<file path="src/rtl/psg_pkg.sv">
// psg_pkg: shared constants and types for the programmable sound generator.
//   ATTN_TABLE      - 8-bit attenuation-to-volume table (index 0 = loudest)
//   ADDR_FREQ/ATTN  - register-type values carried in wr_addr[0]
//   noise_rate_e    - encodings of noise control [1:0] (shift source select)
//   RST_*           - reset values of the programmable registers
//   scale_vol       - rescales a table entry to an arbitrary channel width
package psg_pkg;

    localparam logic [7:0] ATTN_TABLE [16] = '{
        8'd255, 8'd203, 8'd161, 8'd128, 8'd102, 8'd81, 8'd64, 8'd51,
        8'd40,  8'd32,  8'd26,  8'd20,  8'd16,  8'd13, 8'd10, 8'd0
    };

    localparam logic ADDR_FREQ = 1'b0;
    localparam logic ADDR_ATTN = 1'b1;

    typedef enum logic [1:0] {
        NOISE_DIV16 = 2'b00,
        NOISE_DIV32 = 2'b01,
        NOISE_DIV64 = 2'b10,
        NOISE_TONE  = 2'b11
    } noise_rate_e;

    localparam int         RST_FREQ      = 0;
    localparam logic [3:0] RST_ATTN      = 4'hF;
    localparam logic [2:0] RST_NOISE_CTL = 3'b100;

    // Full scale of the 8-bit table (255) maps to all-ones at the target width.
    function automatic logic [31:0] scale_vol(input int width, input logic [3:0] idx);
        longint full;
        full = (longint'(1) << width) - 1;
        return 32'((longint'(ATTN_TABLE[idx]) * full) / 255);
    endfunction

endpackage

</file>
<file path="src/rtl/psg_if.sv">
// psg_if: register write bus of the sound generator.
//   wr_en   - write strobe, one register write per asserted cycle
//   wr_addr - {channel, type}; type bit0: 0 = frequency/noise control, 1 = attenuation
//   wr_data - write value, LSB aligned
// Modports: master drives the bus, slave (psg_core) receives it.
interface psg_if #(
    parameter int ADDR_BITS = 3,
    parameter int FREQ_BITS = 10
);
    logic                 wr_en;
    logic [ADDR_BITS-1:0] wr_addr;
    logic [FREQ_BITS-1:0] wr_data;

    modport master (output wr_en, wr_addr, wr_data);
    modport slave  (input  wr_en, wr_addr, wr_data);
endinterface

</file>
<file path="src/rtl/psg_tone_channel.sv">
// psg_tone_channel: one square-wave tone generator advanced by the shared tick.
//   clk, reset - system clock, asynchronous active-high reset
//   tick       - prescaler tick, one clk wide
//   freq       - half-period in ticks (0 and 1 hold the output high)
//   tone       - registered square-wave output, period 2*freq ticks
module psg_tone_channel
    import psg_pkg::*;
#(
    parameter int FREQ_BITS = 10
) (
    input  logic                 clk,
    input  logic                 reset,
    input  logic                 tick,
    input  logic [FREQ_BITS-1:0] freq,
    output logic                 tone
);

    logic [FREQ_BITS-1:0] count;

    // The counter is not touched by frequency writes; a new value is picked
    // up at the next reload.
    always_ff @(posedge clk or posedge reset) begin
        if (reset) begin
            count <= '0;
            tone  <= 1'b0;
        end else if (tick) begin
            if (freq <= FREQ_BITS'(1)) begin
                count <= '0;
                tone  <= 1'b1;
            end else if (count == '0) begin
                count <= freq - FREQ_BITS'(1);
                tone  <= ~tone;
            end else begin
                count <= count - FREQ_BITS'(1);
            end
        end
    end

endmodule

</file>
<file path="src/rtl/psg_core.sv">
// psg_core: NUM_TONES square-wave channels plus one LFSR noise channel,
// per-channel attenuation and a saturating mixer.
//   clk, reset  - system clock, asynchronous active-high reset
//   bus         - psg_if.slave register write bus
//   channel_out - raw 1-bit waveforms, noise at index NUM_TONES
//   audio_out   - registered mixed sample
module psg_core
    import psg_pkg::*;
#(
    parameter int NUM_TONES           = 3,
    parameter int FREQ_BITS           = 10,
    parameter int CHANNEL_OUTPUT_BITS = 8,
    parameter int MASTER_OUTPUT_BITS  = 8,
    parameter int PRESCALE            = 16,
    parameter int LFSR_BITS           = 16,
    parameter int WHITE_TAP           = 3
) (
    input  logic                          clk,
    input  logic                          reset,
    psg_if.slave                          bus,
    output logic [NUM_TONES:0]            channel_out,
    output logic [MASTER_OUTPUT_BITS-1:0] audio_out
);

    localparam int ADDR_BITS = $clog2(NUM_TONES + 1) + 1;
    localparam int CH_BITS   = ADDR_BITS - 1;
    localparam int CW        = CHANNEL_OUTPUT_BITS;
    localparam int MW        = MASTER_OUTPUT_BITS;
    localparam int SUM_BITS  = CW + $clog2(NUM_TONES + 1);
    localparam int PS_BITS   = (PRESCALE > 1) ? $clog2(PRESCALE) : 1;
    localparam logic [LFSR_BITS-1:0] LFSR_SEED = LFSR_BITS'(1) << (LFSR_BITS - 1);

    // ---------------- prescaler ----------------
    logic [PS_BITS-1:0] ps_count;
    logic               tick;

    assign tick = (ps_count == PS_BITS'(PRESCALE - 1));

    always_ff @(posedge clk or posedge reset) begin
        if (reset) begin
            ps_count <= '0;
        end else if (tick) begin
            ps_count <= '0;
        end else begin
            ps_count <= ps_count + PS_BITS'(1);
        end
    end

    // ---------------- register file ----------------
    logic [CH_BITS-1:0]   wr_ch;
    logic                 wr_attn;
    logic [NUM_TONES:0]   hit;
    logic                 noise_wr;
    logic [FREQ_BITS-1:0] freq [NUM_TONES];
    logic [3:0]           attn [NUM_TONES+1];
    logic [2:0]           noise_ctl;

    assign wr_ch   = bus.wr_addr[ADDR_BITS-1:1];
    assign wr_attn = (bus.wr_addr[0] == ADDR_ATTN);

    // Channel indices above NUM_TONES match no hit bit and are dropped.
    always_comb begin
        hit = '0;
        for (int i = 0; i <= NUM_TONES; i++) begin
            hit[i] = bus.wr_en && (wr_ch == CH_BITS'(i));
        end
    end

    assign noise_wr = hit[NUM_TONES] && !wr_attn;

    always_ff @(posedge clk or posedge reset) begin
        if (reset) begin
            for (int i = 0; i < NUM_TONES; i++) freq[i] <= FREQ_BITS'(RST_FREQ);
            for (int i = 0; i <= NUM_TONES; i++) attn[i] <= RST_ATTN;
            noise_ctl <= RST_NOISE_CTL;
        end else begin
            for (int i = 0; i < NUM_TONES; i++) begin
                if (hit[i] && !wr_attn) freq[i] <= bus.wr_data;
            end
            for (int i = 0; i <= NUM_TONES; i++) begin
                if (hit[i] && wr_attn) attn[i] <= bus.wr_data[3:0];
            end
            if (noise_wr) noise_ctl <= bus.wr_data[2:0];
        end
    end

    // ---------------- tone channels ----------------
    logic [NUM_TONES-1:0] tone_bits;

    for (genvar g = 0; g < NUM_TONES; g++) begin : g_tone
        psg_tone_channel #(
            .FREQ_BITS (FREQ_BITS)
        ) u_tone (
            .clk   (clk),
            .reset (reset),
            .tick  (tick),
            .freq  (freq[g]),
            .tone  (tone_bits[g])
        );
    end

    // ---------------- noise channel ----------------
    // ndiv bit k toggles every 2^k ticks, so bits 4/5/6 give 16/32/64.
    logic [6:0]           ndiv;
    logic                 src;
    logic                 src_d;
    logic                 shift_ev;
    logic                 feedback;
    logic [LFSR_BITS-1:0] lfsr;

    always_comb begin
        src = 1'b0;
        case (noise_rate_e'(noise_ctl[1:0]))
            NOISE_DIV16: src = ndiv[4];
            NOISE_DIV32: src = ndiv[5];
            NOISE_DIV64: src = ndiv[6];
            NOISE_TONE:  src = tone_bits[NUM_TONES-1];
            default:     src = 1'b0;
        endcase
    end

    // Rising edge of the registered source; the shift lands one clk later.
    assign shift_ev = src && !src_d;
    assign feedback = noise_ctl[2] ? (lfsr[0] ^ lfsr[WHITE_TAP]) : lfsr[0];

    always_ff @(posedge clk or posedge reset) begin
        if (reset) begin
            ndiv  <= '0;
            src_d <= 1'b0;
            lfsr  <= LFSR_SEED;
        end else begin
            src_d <= src;
            if (noise_wr) begin
                ndiv <= '0;
                lfsr <= LFSR_SEED;
            end else begin
                if (tick) ndiv <= ndiv + 7'd1;
                if (shift_ev) lfsr <= {feedback, lfsr[LFSR_BITS-1:1]};
            end
        end
    end

    assign channel_out = {lfsr[0], tone_bits};

    // ---------------- attenuation and mixer ----------------
    logic [CW-1:0]       vol_tbl [16];
    logic [SUM_BITS-1:0] sum;

    for (genvar g = 0; g < 16; g++) begin : g_vol
        assign vol_tbl[g] = CW'(scale_vol(CW, 4'(g)));
    end

    always_comb begin
        sum = '0;
        for (int i = 0; i <= NUM_TONES; i++) begin
            if (channel_out[i]) sum = sum + SUM_BITS'(vol_tbl[attn[i]]);
        end
    end

    always_ff @(posedge clk or posedge reset) begin
        if (reset) begin
            audio_out <= '0;
        end else if (|sum[SUM_BITS-1:CW]) begin
            audio_out <= '1;
        end else begin
            audio_out <= sum[CW-1 -: MW];
        end
    end

endmodule

</file>
<file path="src/flat_wrapper.sv">
// flat-port wrapper written by rule: the top's interface ports become plain ports
module psg_core_flat import psg_pkg::*;
#(
    parameter int NUM_TONES           = 3,
    parameter int FREQ_BITS           = 10,
    parameter int CHANNEL_OUTPUT_BITS = 8,
    parameter int MASTER_OUTPUT_BITS  = 8,
    parameter int PRESCALE            = 16,
    parameter int LFSR_BITS           = 16,
    parameter int WHITE_TAP           = 3
)
  (clk, reset, channel_out, audio_out, bus_wr_en, bus_wr_addr, bus_wr_data);
  psg_if #(.ADDR_BITS((3)), .FREQ_BITS(FREQ_BITS)) bus_i ();
  input  logic clk;
  input  logic reset;
  output logic [NUM_TONES:0] channel_out;
  output logic [MASTER_OUTPUT_BITS-1:0] audio_out;
  input wire logic [$bits(bus_i.wr_en)-1:0] bus_wr_en;
  input wire logic [$bits(bus_i.wr_addr)-1:0] bus_wr_addr;
  input wire logic [$bits(bus_i.wr_data)-1:0] bus_wr_data;
  assign bus_i.wr_en = bus_wr_en;
  assign bus_i.wr_addr = bus_wr_addr;
  assign bus_i.wr_data = bus_wr_data;
  psg_core #(.NUM_TONES(NUM_TONES), .FREQ_BITS(FREQ_BITS), .CHANNEL_OUTPUT_BITS(CHANNEL_OUTPUT_BITS), .MASTER_OUTPUT_BITS(MASTER_OUTPUT_BITS), .PRESCALE(PRESCALE), .LFSR_BITS(LFSR_BITS), .WHITE_TAP(WHITE_TAP)) u_core (.clk(clk), .reset(reset), .bus(bus_i), .channel_out(channel_out), .audio_out(audio_out));
endmodule
</file>
<file path="config.mk">
export PLATFORM = sky130hd
export DESIGN_NAME = psg_core_flat
export DESIGN_NICKNAME = d
export VERILOG_FILES = /design/src/rtl/psg_pkg.sv /design/src/rtl/psg_if.sv /design/src/rtl/psg_tone_channel.sv /design/src/rtl/psg_core.sv /design/src/flat_wrapper.sv
export SDC_FILE = /design/constraint.sdc
export NUM_CORES = 1
export LEC_CHECK = 0
export BUFFER_PORTS_ARGS = -buffer_cell sky130_fd_sc_hd__buf_2
export CORE_MARGIN = 2
export CORE_UTILIZATION = 35
export CTS_BUF_LIST = sky130_fd_sc_hd__clkbuf_16
export DETAILED_ROUTE_END_ITERATION = 7
export PLACE_DENSITY_LB_ADDON = 0.25
export RECOVER_POWER = 25
export SETUP_SLACK_MARGIN = 0.15
export SLEW_MARGIN = 20
export SYNTH_ARGS = -nofsm -noshare
export SYNTH_HDL_FRONTEND = slang
export SYNTH_SLANG_ARGS = --single-unit
</file>
<file path="constraint.sdc">
create_clock -name clk -period 7.29 [get_ports clk]
set_clock_uncertainty 0.15 [all_clocks]
set_input_delay 0.729 -clock clk [delete_from_list [all_inputs] [get_ports clk]]
set_output_delay 0.729 -clock clk [all_outputs]
set_load 0.01 [all_outputs]
</file>
Word-level counts from Yosys, hierarchy flattened:

Memory sizes are Yosys's and may differ from the RTL's.
Cells that the tools add are included.

* input bits: 16
* output and inout bits: 12
* memories kept: 4
* register bits: 118
* memory bits (read-only): 512

* bitwise gates (word level): 8
* add/sub/neg operators: 11
* equality and inequality tests: 7
* muxes and demuxes: 32
* $lt $le $gt $ge: 7
* reductions and logical operators: 29

Memory list
* (no name shown): words 16, width 8, read ports 1, clocked after Yosys merged registers in 0, write ports 0, RTL line psg_core.sv:156 `if (channel_out[i]) sum = sum + SUM_BITS'(vol_tbl[attn[i]]);`
* (no name shown): words 16, width 8, read ports 1, clocked after Yosys merged registers in 0, write ports 0, RTL line psg_core.sv:156
* (no name shown): words 16, width 8, read ports 1, clocked after Yosys merged registers in 0, write ports 0, RTL line psg_core.sv:156
* (no name shown): words 16, width 8, read ports 1, clocked after Yosys merged registers in 0, write ports 0, RTL line psg_core.sv:156

Operator list (number)
* $mux 10: 9
* $mux 8: 10
* $sub 10x1->10 const B: 6
* $mux 16: 2
* $le 10x1->1 const B: 3
* $logic_not 10->1: 3
* $add 10x8->10: 2
* $ge 5x5->1 const B: 4
* $not 4->5: 4
* $mux 7: 2
* $logic_and 1x1->1: 13
* $reduce_bool 2->1: 5
* $add 8x8->9: 1
* $eq 2x2->1 const B: 4
* $add 7x1->7 const B: 1
* $mux 1: 7
* $reduce_and 2->1: 3
* $add 4x1->4 const B: 1
* $eq 2x1->1 const B: 2
* $eq 4x4->1 const B: 1
* $logic_not 2->1: 2
* $mux 4: 1
* $pmux 1 s4: 1
* $not 1->1: 3
* 3 further kinds: 4

Depth between registers and ports, before layout:

Gate-level depths: netlist of the first run.

* depth after elaboration: 13
* depth in mapped cells: 26

By module:

A second synthesis of the first run with hierarchy kept.

* cell total of the unflattened synthesis: 875
* area, all modules: 8311.7 um2

By module, submodules not included
* psg_core: area an instance 5596.6 um2, times used 1, seq. area each 2149.6 um2, cells each 552
* psg_tone_channel at u_core.g_tone[1].u_tone ...: area an instance 892.1 um2, times used 2, seq. area each 275.3 um2, cells each 106
* psg_tone_channel at u_core.g_tone[0].u_tone: area an instance 930.9 um2, times used 1, seq. area each 275.3 um2, cells each 111

Worst setup path before layout of the first run:

Ideal clock, no wire load.

* path type: flip-flop to flip-flop
* start: reg u_core.attn[12] (netlist name)
* end: reg u_core.audio_out[6]
* clock period less this slack: 5.603 ns
* required time: 6.982 ns
* arrival: 5.295 ns
* setup time: 0.158 ns
* stages on the path, launching flop included: 26
* path slack: 1.687 ns
* buffers on the path: 0
* cell sequence: dfstp_2 -> inv_1 -> ha_1 -> a211o_1 -> a21boi_0 -> ha_1 -> a21o_1 -> a221o_1 -> a21oi_1 -> xnor2_1 -> nand2_1 -> o21ai_0 -> ha_1 -> or2_2 -> o31a_1 -> a31oi_1 -> xnor2_1 -> nor2_1 -> a31oi_1 -> ha_1 -> nor2_1 -> nor2_1 -> o2bb2ai_1 -> o311a_1 -> o21bai_2 -> o2111ai_1

* word-level cells in the longest chain between the ends: 13

Ends and longest elaborated chain
* from (decl): RTL line psg_core.sv:55 `logic [3:0] attn [NUM_TONES+1];`
* from (signal, indexed assignment): RTL line psg_core.sv:81 `if (hit[i] && wr_attn) attn[i] <= bus.wr_data[3:0];`
* $not 4->5 (not written as such) *: RTL line psg_core.sv:156
* $mem_v2 16x8 *
* $mux 8 (not written as such) * (2 in series): RTL line psg_core.sv:156
* $mux 8 *: RTL line psg_core.sv:156
* $add 8x8->9: RTL line psg_core.sv:156
* $mux 10 *: RTL line psg_core.sv:156
* $add 10x8->10: RTL line psg_core.sv:156
* $mux 10 *: RTL line psg_core.sv:156
* $add 10x8->10: RTL line psg_core.sv:156
* $mux 10 *: RTL line psg_core.sv:156
* $reduce_or 2->1: RTL line psg_core.sv:163 `end else if (|sum[SUM_BITS-1:CW]) begin`
* $mux 8 *: RTL line psg_core.sv:163
* to (signal assigned): RTL line psg_core.sv:166 `audio_out <= sum[CW-1 -: MW];`
* to (decl): RTL line psg_core.sv:22 `output logic [MASTER_OUTPUT_BITS-1:0] audio_out`

Every way passes the cells marked *; elsewhere a longest branch is shown, timed or not. The select of a mux whose other input is x is not followed.
A chain may end at the register's enable or synchronous reset.

Final worst setup path of the first run:

* start: reg u_core.attn[13] (netlist name)
* end: reg u_core.audio_out[6]

Same word-level chain as after synthesis.

==> results.md, run 1 <==
- The initial utilization of the core area, before any placement, comes to 35.69%.
- Summing the sequential cell areas from Yosys gives 36.71% of the chip area.
- Dividing the detail-routed via count by the number of cells gives 5.317.
- The CTS tree is yes.
- The setup total negative slack is 0 ps.
- The total clock buffers created by CTS is 17.
- The sort of element at the end of the critical path is a flop.
- The cell type with the highest occurrence count on the critical path is sky130_fd_sc_hd__ha_1.
- The final number of setup-violating endpoints is 0.
- The proportion of netlist area held by the largest area contributor is 30.87%.
- The instance area at placement is 0.008502 mm^2.
- The post-place setup slack is 1147 ps.
- The fraction of layout instances using a drive strength above 1 is 17.01%.
- By area the synthesized netlist is led by sky130_fd_sc_hd__dfrtp_1 (31%), sky130_fd_sc_hd__ha_1 (8.8%), sky130_fd_sc_hd__mux2_2 (7.1%).
- Of the total power, the clock network draws 20.1%.
- The number of hold buffers added after CTS is 0.
- The power after layout is 4804 uW.
- The number of DRC violations after detailed-routing iteration 0 is 343.
- The overall track demand over capacity in global routing is 15.83%.
- Setup repair after global routing left no endpoint under its margin.
- The synthesized netlist contains 72 unique library cells.
- Counting the fill cells in the layout gives 2283.
- Combinational logic burns 56.9% of the power.
- Sequential cells burn 22.9% of the power.
- The die is 156.2 um tall.
- From synthesis to final layout, the design area changed by 13.24%.
- The number of synthesized register bits is 118.
- The cell type with the largest total area after synthesis is sky130_fd_sc_hd__dfrtp_1.
- The Yosys warning count is 0.
- The number of nets in the synthesized netlist is 955.
- The commonest non-fill, non-tap cell in the layout is sky130_fd_sc_hd__dfrtp_1.
- The length of the first detailed-routing pass in iterations is 5.
- Among all stages on the critical path, the largest delay is contributed by sky130_fd_sc_hd__dfstp_2.
- The checks that failed: capacitance limit, slew limit.
- Post-CTS timing repair inserted 0 buffers for setup.
- For this run, the share of the core covered by cells in the final layout is 40.42%.
- The final number of max-transition violations was 47.
- Among all flip-flop cells after synthesis, the most frequent one is sky130_fd_sc_hd__dfrtp_1.
- The number of flops mapped to enable cells by yosys is 0.
- In this run the remaining antenna-violating nets after routing total 0.
- Max-cap violations in this run came to 1.
- The critical path class is reg -> reg.
- The congestion estimate from routability-driven global placement came to 0.8365.
- In the synthesized netlist the async set-or-reset flop fraction comes to 100.0%.
- The number of sinks on the clock net is 118.
- The sequential cells in the finished layout cover a total of 0.002975 mm^2.
- The final layout contains 974 nets.
- The worst min-delay path category is reg -> reg.
- The arrival time of data at the critical path endpoint is 6310 ps.
- The cell sitting at the root of the clock tree is a sky130_fd_sc_hd__clkbuf_16.
- In the final layout, the multi-input gates occupy 0.004872 mm^2.
- The global-route wire length before repair is 31050 um.
- The final critical delay including setup and external delays is 6203 ps.
- The number of placed I/O pins is 28.
- The total area inside the core boundary comes to 0.02271 mm^2.
- The post-synthesis instance area is 0.008105 mm^2.
- The startpoint identified for the worst register-to-register timing path is u_core.attn[13].
- The worst hold path begins at u_core.g_tone[2].u_tone.count[8].
- The number of global-route vias before repair is 6077.
- The cell count after synthesis is 879.
- The area enclosed by the die boundary is 0.02439 mm^2.
- On the worst path, the slowest cell contributes a delay of 590 ps.
- The net switching power of the design is 2054 uW.
- The worst-case clock buffer depth is 2.
- The post-route worst setup slack is 1087 ps.
- The final route contains 6359 vias.
- The count of input and output buffers is 27.
- Detailed placement ended at an HPWL of 13050 um.
- For this run, design rule violations remaining after detail routing come to 0.
- In the final routed layout, each cell accounts on average for 15.28 um.
- Dividing the final minimum period by the clock period gives 85.09%.
- The slew of the pin with the lowest slew margin is 2004 ps.
- The headroom to the max-slew limit is -34.33%.
- For this design the static power due to leakage is 0.003976 uW.
- The signal on the critical path passes through inv_1, ha_1, nor2b_1, o311ai_0, inv_1, ha_1, and2_1, nor2b_1, nor4_2, xnor2_1, mux2_2, ha_1, nor3_1, a311oi_1, a221oi_1, inv_1, ha_1, o21ai_0, nor2_1, nor3_1, o311a_1, o21bai_2, o2111ai_1.
- The count of final hold-check violations is 0.
- The largest fanout of any net on the critical path is 8.
- The die outline width is 156.2 um.
- The mean instance size in the synthesized netlist is 9.221 um^2.
- The power density over the cells is 523.4 mW/mm^2.
- The initial antenna violation count is 0.
- Summed over all layers, the routed wires come to 18280 um.
- The quantity of gates resized following cts is 0.
- The number of antenna cells inserted is 0.
- The internal power is 2750 uW.
- Of the total power, the share spent switching nets is 42.75%.
- The pin count of the biggest net entering global routing is 74.
- The kind of start point of the critical path is a flop.
- In the layout the commonest cells are sky130_fd_sc_hd__dfrtp_1 (100), sky130_fd_sc_hd__o21ai_0 (94), sky130_fd_sc_hd__nor2_1 (90).
- The clock-pin slew of the registers on the worst-case setup and hold paths is 60 ps.
- The H-tree was split into 4 levels.
- The standard-cell row count is 55.
- The worst ir drop on vdd is 0.3694 mV.
- The worst endpoint required time is 7400 ps.
- The finished cells cover 0.009179 mm^2.
- The flow ran to the end, but the final reports show violations.
- The clock network latency to the later pin of the worst-skew pair is 420 ps.
- Setup slack on the worst reg-to-reg path comes out at 1090 ps.
- Static timing analysis puts the maximum clock frequency at 0.1612 GHz.
- The critical path starts at u_core.attn[13].
- For this run the aggregate overflow at the end of global routing stands at 0.
==> worst max-delay path: cells and delay by family, from the launching register on <==
family | cells | cell delay, ps
mux | 1 | 280
buf+inv | 3 | 320
xor+xnor | 1 | 130
simple gates | 7 | 1180
fa+ha+maj | 4 | 1400
compound gates | 7 | 1990
flops | 1 | 590
==> cell usage after synthesis, types with 3 or more instances <==
| cell | count |
|---|---|
| sky130_fd_sc_hd__a21o_1 | 9 |
| sky130_fd_sc_hd__and2_1 | 4 |
| sky130_fd_sc_hd__a31oi_1 | 14 |
| sky130_fd_sc_hd__xor2_1 | 16 |
| sky130_fd_sc_hd__a311oi_1 | 3 |
| sky130_fd_sc_hd__buf_4 | 5 |
| sky130_fd_sc_hd__xnor2_1 | 23 |
| sky130_fd_sc_hd__nand4b_1 | 3 |
| sky130_fd_sc_hd__o21bai_1 | 4 |
| sky130_fd_sc_hd__nor2_1 | 91 |
| sky130_fd_sc_hd__nor4_1 | 11 |
| sky130_fd_sc_hd__o21ai_1 | 3 |
| sky130_fd_sc_hd__nand3_1 | 17 |
| sky130_fd_sc_hd__mux2_2 | 51 |
| sky130_fd_sc_hd__a211oi_1 | 12 |
| sky130_fd_sc_hd__mux2i_1 | 26 |
| sky130_fd_sc_hd__or3_1 | 7 |
| sky130_fd_sc_hd__a32o_1 | 5 |
| sky130_fd_sc_hd__nand2b_1 | 13 |
| sky130_fd_sc_hd__dfstp_2 | 18 |
| sky130_fd_sc_hd__nor3_1 | 26 |
| sky130_fd_sc_hd__ha_1 | 57 |
| sky130_fd_sc_hd__fa_1 | 3 |
| sky130_fd_sc_hd__clkbuf_1 | 24 |
| sky130_fd_sc_hd__nor3b_1 | 5 |
| sky130_fd_sc_hd__nand4_1 | 7 |
| sky130_fd_sc_hd__inv_1 | 28 |
| sky130_fd_sc_hd__nand2_1 | 69 |
| sky130_fd_sc_hd__o31ai_1 | 6 |
| sky130_fd_sc_hd__o2111ai_1 | 4 |
| sky130_fd_sc_hd__a21oi_1 | 39 |
| sky130_fd_sc_hd__o21a_1 | 11 |
| sky130_fd_sc_hd__a211o_1 | 6 |
| sky130_fd_sc_hd__or4_1 | 3 |
| sky130_fd_sc_hd__o22ai_1 | 3 |
| sky130_fd_sc_hd__dfrtp_1 | 100 |
| sky130_fd_sc_hd__buf_2 | 4 |
| sky130_fd_sc_hd__or2_2 | 6 |
| sky130_fd_sc_hd__nor2b_1 | 7 |
| sky130_fd_sc_hd__o21ai_0 | 94 |
==> layer usage <==
metal / wire length, um / vias to the layer above / part of all wire, % / GRT usage [%]
met3: 554 / 16 / 3.0 / 2.917
met2: 8376 / 81 / 46 / 25.54
met1: 9108 / 3032 / 50 / 21.59
met4: 235 / 0 / 1.3 / 4.849
li1: - / 3230 / - / -
met5: 0 / - / 0 / 0
==> cell families after synthesis <==
kind of cell    count (synthesis)  synth area share, %
fa+ha+maj                      60                9.540
xor+xnor                       39                4.214
mux                            78                10.57
simple gates                  283                17.23
buf+inv                        64                3.273
compound gates                237                18.46
flops                         118                36.71
==> final timing paths <==
check                                                         to  depth (start not counted)
worst max-delay path                         u_core.audio_out[6]                         23
worst min-delay path            u_core.g_tone[2].u_tone.count[8]                          2
worst max register to register               u_core.audio_out[6]                         23
worst min register to register  u_core.g_tone[2].u_tone.count[8]                          2
max in group asynchronous                    u_core.audio_out[5]                          3
min in group asynchronous                     u_core.ps_count[2]                          2
==> layout make-up <==
type / instances / area share (%)
repair buffers: 34 / 1.990
flip-flops and latches: 118 / 32.42
clock buffers: 17 / 4.635
multi-input cells: 697 / 53.08
inverters: 30 / 1.240
well taps: 285 / 3.885
clock inverters: 15 / 2.754
==> registers in the layout, summed over array words and instances, names as in the netlist <==
register,count
u_core.g_tone.u_tone.tone,3
u_core.src_d,1
u_core.ps_count,4
u_core.noise_ctl,3
u_core.attn,16
u_core.audio_out,8
u_core.freq,30
u_core.ndiv,7
u_core.g_tone.u_tone.count,30
u_core.lfsr,16
==> stage by stage <==
stage	hold WS [ps]	cells
floorplan	299.3	879
global placement	329.0	1164
detailed placement	327.8	1164
CTS	236.7	1196
global route	355.5	1196
finish	338.7	1196
==> power by group through the flow <==
stage	clock, uW	combinational [uW]	sequential (uW)
2_1_floorplan	0	2220	1040
3_3_place_gp	0	2720	1110
3_5_place_dp	0	2730	1110
4_1_cts	992	2740	1100
5_1_grt	1020	3110	1140
6_report	967	2740	1100
(Power assumes the default switching activity.)
==> inputs of run 2 (changes only) <==
==> constraint.sdc (replaced) <==
create_clock -name clk -period 5.8 [get_ports clk]
set_clock_uncertainty 0.15 [all_clocks]
set_input_delay 0.58 -clock clk [delete_from_list [all_inputs] [get_ports clk]]
set_output_delay 0.58 -clock clk [all_outputs]
set_load 0.01 [all_outputs]
==> results.md, run 2 (synthesis results as in run 1) <==
- The area enclosed by the die boundary is 0.02439 mm^2 (unchanged).
- The die span in y is 156.2 um (unchanged).
- The number of placed I/O pins came to 28 (unchanged).
- The overall overflow remaining after global route came to 0 (unchanged).
- The overall track demand over capacity in global routing is 16.38% (+0.55 points).
- The vias after detailed routing is 6609 (+3.9%).
- The slew of the pin with the lowest slew margin is 3097 ps (+1093 ps).
- The longest individual stage delay on the worst path is 530 ps (-60 ps).
- The worst min-delay path category is in -> reg.
- In this run the clock root is driven by a sky130_fd_sc_hd__clkbuf_16.
- The number of DRC violations after detailed-routing iteration 0 is 378 (+10%).
- The count of input and output buffers is 27 (unchanged).
- STA classifies the critical path startpoint as a flop.
- The number of routed nets with antenna violations is 0 (unchanged).
- The arrival time of data at the critical path endpoint is 5570 ps (-740 ps).
- The final weighted congestion in routability-driven placement is 0.8623 (+3.1%).
- The largest fanout of any net on the critical path is 8 (unchanged).
- The library cell contributing the largest single delay on the critical path is sky130_fd_sc_hd__dfstp_2.
- The final number of max-transition violations is 71 (+51%).
- The number of antenna cells inserted is 0 (unchanged).
- The static leakage is 0.004117 uW (+3.6%).
- The final number of setup-violating endpoints was 0 (unchanged).
- The fraction of layout instances using a drive strength above 1 was 25.16% (+8.1 points).
- The final net count is 1005 (+3.2%).
- The post-layout instance count excluding filler cells is 1227 (+2.6%).
- The count of final hold-check violations is 0 (unchanged).
- The die outline width is 156.2 um (unchanged).
- The worst ir drop on vdd is 0.4846 mV (+31%).
- The reported max-cap violation count is 1 (unchanged).
- The number of design rule violations left after detail routing is 0 (unchanged).
- The initial cell density of the core is 35.69% (unchanged).
- Setup repair after global routing left no endpoint under its margin.
- The overall routed net length is 19370 um (+6.0%).
- The area of the core came to 0.02271 mm^2 (unchanged).
- The total clock buffers created by CTS was 17 (unchanged).
- The ratio of final minimum period to clock period came to 93.85% (+8.8 points).
- The pin count of the biggest net entering global routing is 71 (-4.1%).
- The largest registers in the layout are u_core.freq: 30 flops, u_core.g_tone.u_tone.count: 30 flops.
- The clock-pin slew of the registers on the worst-case setup and hold paths was 60 ps (about the same).
- The critical path class is reg -> reg.
- The worst endpoint required time came to 5920 ps (-1480 ps).
- The final critical delay including setup and external delays was 5443 ps (-759.8 ps).
- TritonCTS built the clock tree.
- The clock network latency to the later pin of the worst-skew pair came to 410 ps (about the same).
- Leaving out fill and tap cells, the most frequent cells in the layout are sky130_fd_sc_hd__dfrtp_1 (100), sky130_fd_sc_hd__nor2_1 (88), sky130_fd_sc_hd__o21ai_0 (84).
- The average wire length per cell after detail routing is 15.78 um (+3.3%).
- The flow ran to the end, but the final reports show violations.
- The setup total negative slack was 0 ps (unchanged).
- The initial antenna violation count came to 0 (unchanged).
- The length of the first detailed-routing pass in iterations is 5 (unchanged).
- The library cell used most frequently in the layout, excluding fill and tap cells, is sky130_fd_sc_hd__dfrtp_1.
- The maximum clock rate is 0.1837 GHz (+14%).
- The number of levels the H-tree was split into is 4 (unchanged).
- The worst setup path is captured at a flop.
- The number of global-route vias before repair was 6251 (+2.9%).
- The count of placed standard cells including taps is 1180 (+1.4%).
- The global-route wire length before repair is 31910 um (+2.8%).
- The final HPWL from detailed placement was 13360 um (+2.3%).
- The headroom to the max-slew limit was -107.6% (-73 points).
- The number of sinks on the clock net came to 118 (unchanged).
- The standard-cell row count is 55 (unchanged).
- The checks that failed: capacitance limit, slew limit.
- The mean number of vias per cell came to 5.386 (+1.3%).
- Relative to the synthesized area, the layout overhead comes to 18.63%.
- The power density over the cells is 707.6 mW/mm^2 (+35%).
- The worst-case clock buffer depth came to 2 (unchanged).
-- run 2: cell types whose count changed in the layout (fill, tap and decap cells not counted), moves of 5 or more --
cell	delta
sky130_fd_sc_hd__ha_1	-11
sky130_fd_sc_hd__buf_4	+32
sky130_fd_sc_hd__o21ai_1	+7
sky130_fd_sc_hd__inv_1	-6
sky130_fd_sc_hd__ha_4	+8
sky130_fd_sc_hd__o21ai_0	-10
sky130_fd_sc_hd__inv_2	+5
sky130_fd_sc_hd__a21oi_1	-5
-- run 2: through the flow --
step | total power (uW) | setup WS (ps) | cell area, um^2 | hold WS (ps) | utilization, %
3_5_place_dp | 4983 | 26.86 | 8627 | 335.3 | 37.99
3_3_place_gp | 4949 | 118.6 | 8622 | 331.6 | 37.97
5_1_grt | 7409 | 53.32 | 9615 | 264.9 | 42.34
6_report | 6804 | 357.0 | 9615 | 282.4 | 42.34
4_1_cts | 6100 | 155.8 | 9220 | 225.1 | 40.60
2_1_floorplan | 4100 | 196.7 | 8105 | 299.3 | -
-- run 2: path summary, 6_finish.rpt --
path / start / endpoint / slack, ps / depth (start not counted)
worst max-delay path: u_core.attn[12] / u_core.audio_out[7] / 360 / 26
worst min-delay path: bus_wr_data[7] / u_core.freq[27] / 280 / 2
worst max register to register: u_core.attn[12] / u_core.audio_out[7] / 360 / 26
worst min register to register: u_core.ps_count[0] / u_core.ps_count[0] / 340 / 1
max in group asynchronous: reset / u_core.g_tone[1].u_tone.count[5] / 2920 / 3
min in group asynchronous: reset / u_core.ndiv[2] / 900 / 2
-- run 2: final cells by class --
type / instances / area, um^2
Sequential cell: 118 / 2975
Clock inverter: 15 / 152.6
Multi-Input combinational cell: 697 / 5172
Inverter: 30 / 113.9
Fill cell: 2209 / 13090
Clock buffer: 17 / 425.4
Timing Repair Buffer: 65 / 419.2
Tap cell: 285 / 356.6
-- run 2: layer usage --
metal | wire [um] | track usage, %
met1 | 9313 | 21.99
met4 | 354 | 4.849
met3 | 616 | 3.472
met5 | 0 | 0
met2 | 9080 | 26.59
-- run 2: report_power, final --
part	leakage (uW)	internal, uW	switching (uW)
Sequential	0.00142	1110	261
Clock	0.000273	632	409
Combinational	0.00243	2090	2300
Total	0.00412	3840	2970
-- run 2: timing repair --
action	CTS	global route
setup buffers	0	15
gates resized for setup	5	66
pin swaps	0	32
endpoints found under the setup margin	8	8
hold buffers	0	0
-- run 2: critical path, delay by kind of cell, from the launching register on --
kind	cells	cell delay (ps)
DFF	1	530
xor gates and xnor gates	2	290
AOI/OAI and AO/OA	13	2450
adders and majority gates	4	980
buffers and inverters	2	270
and+or+nand+nor	5	610
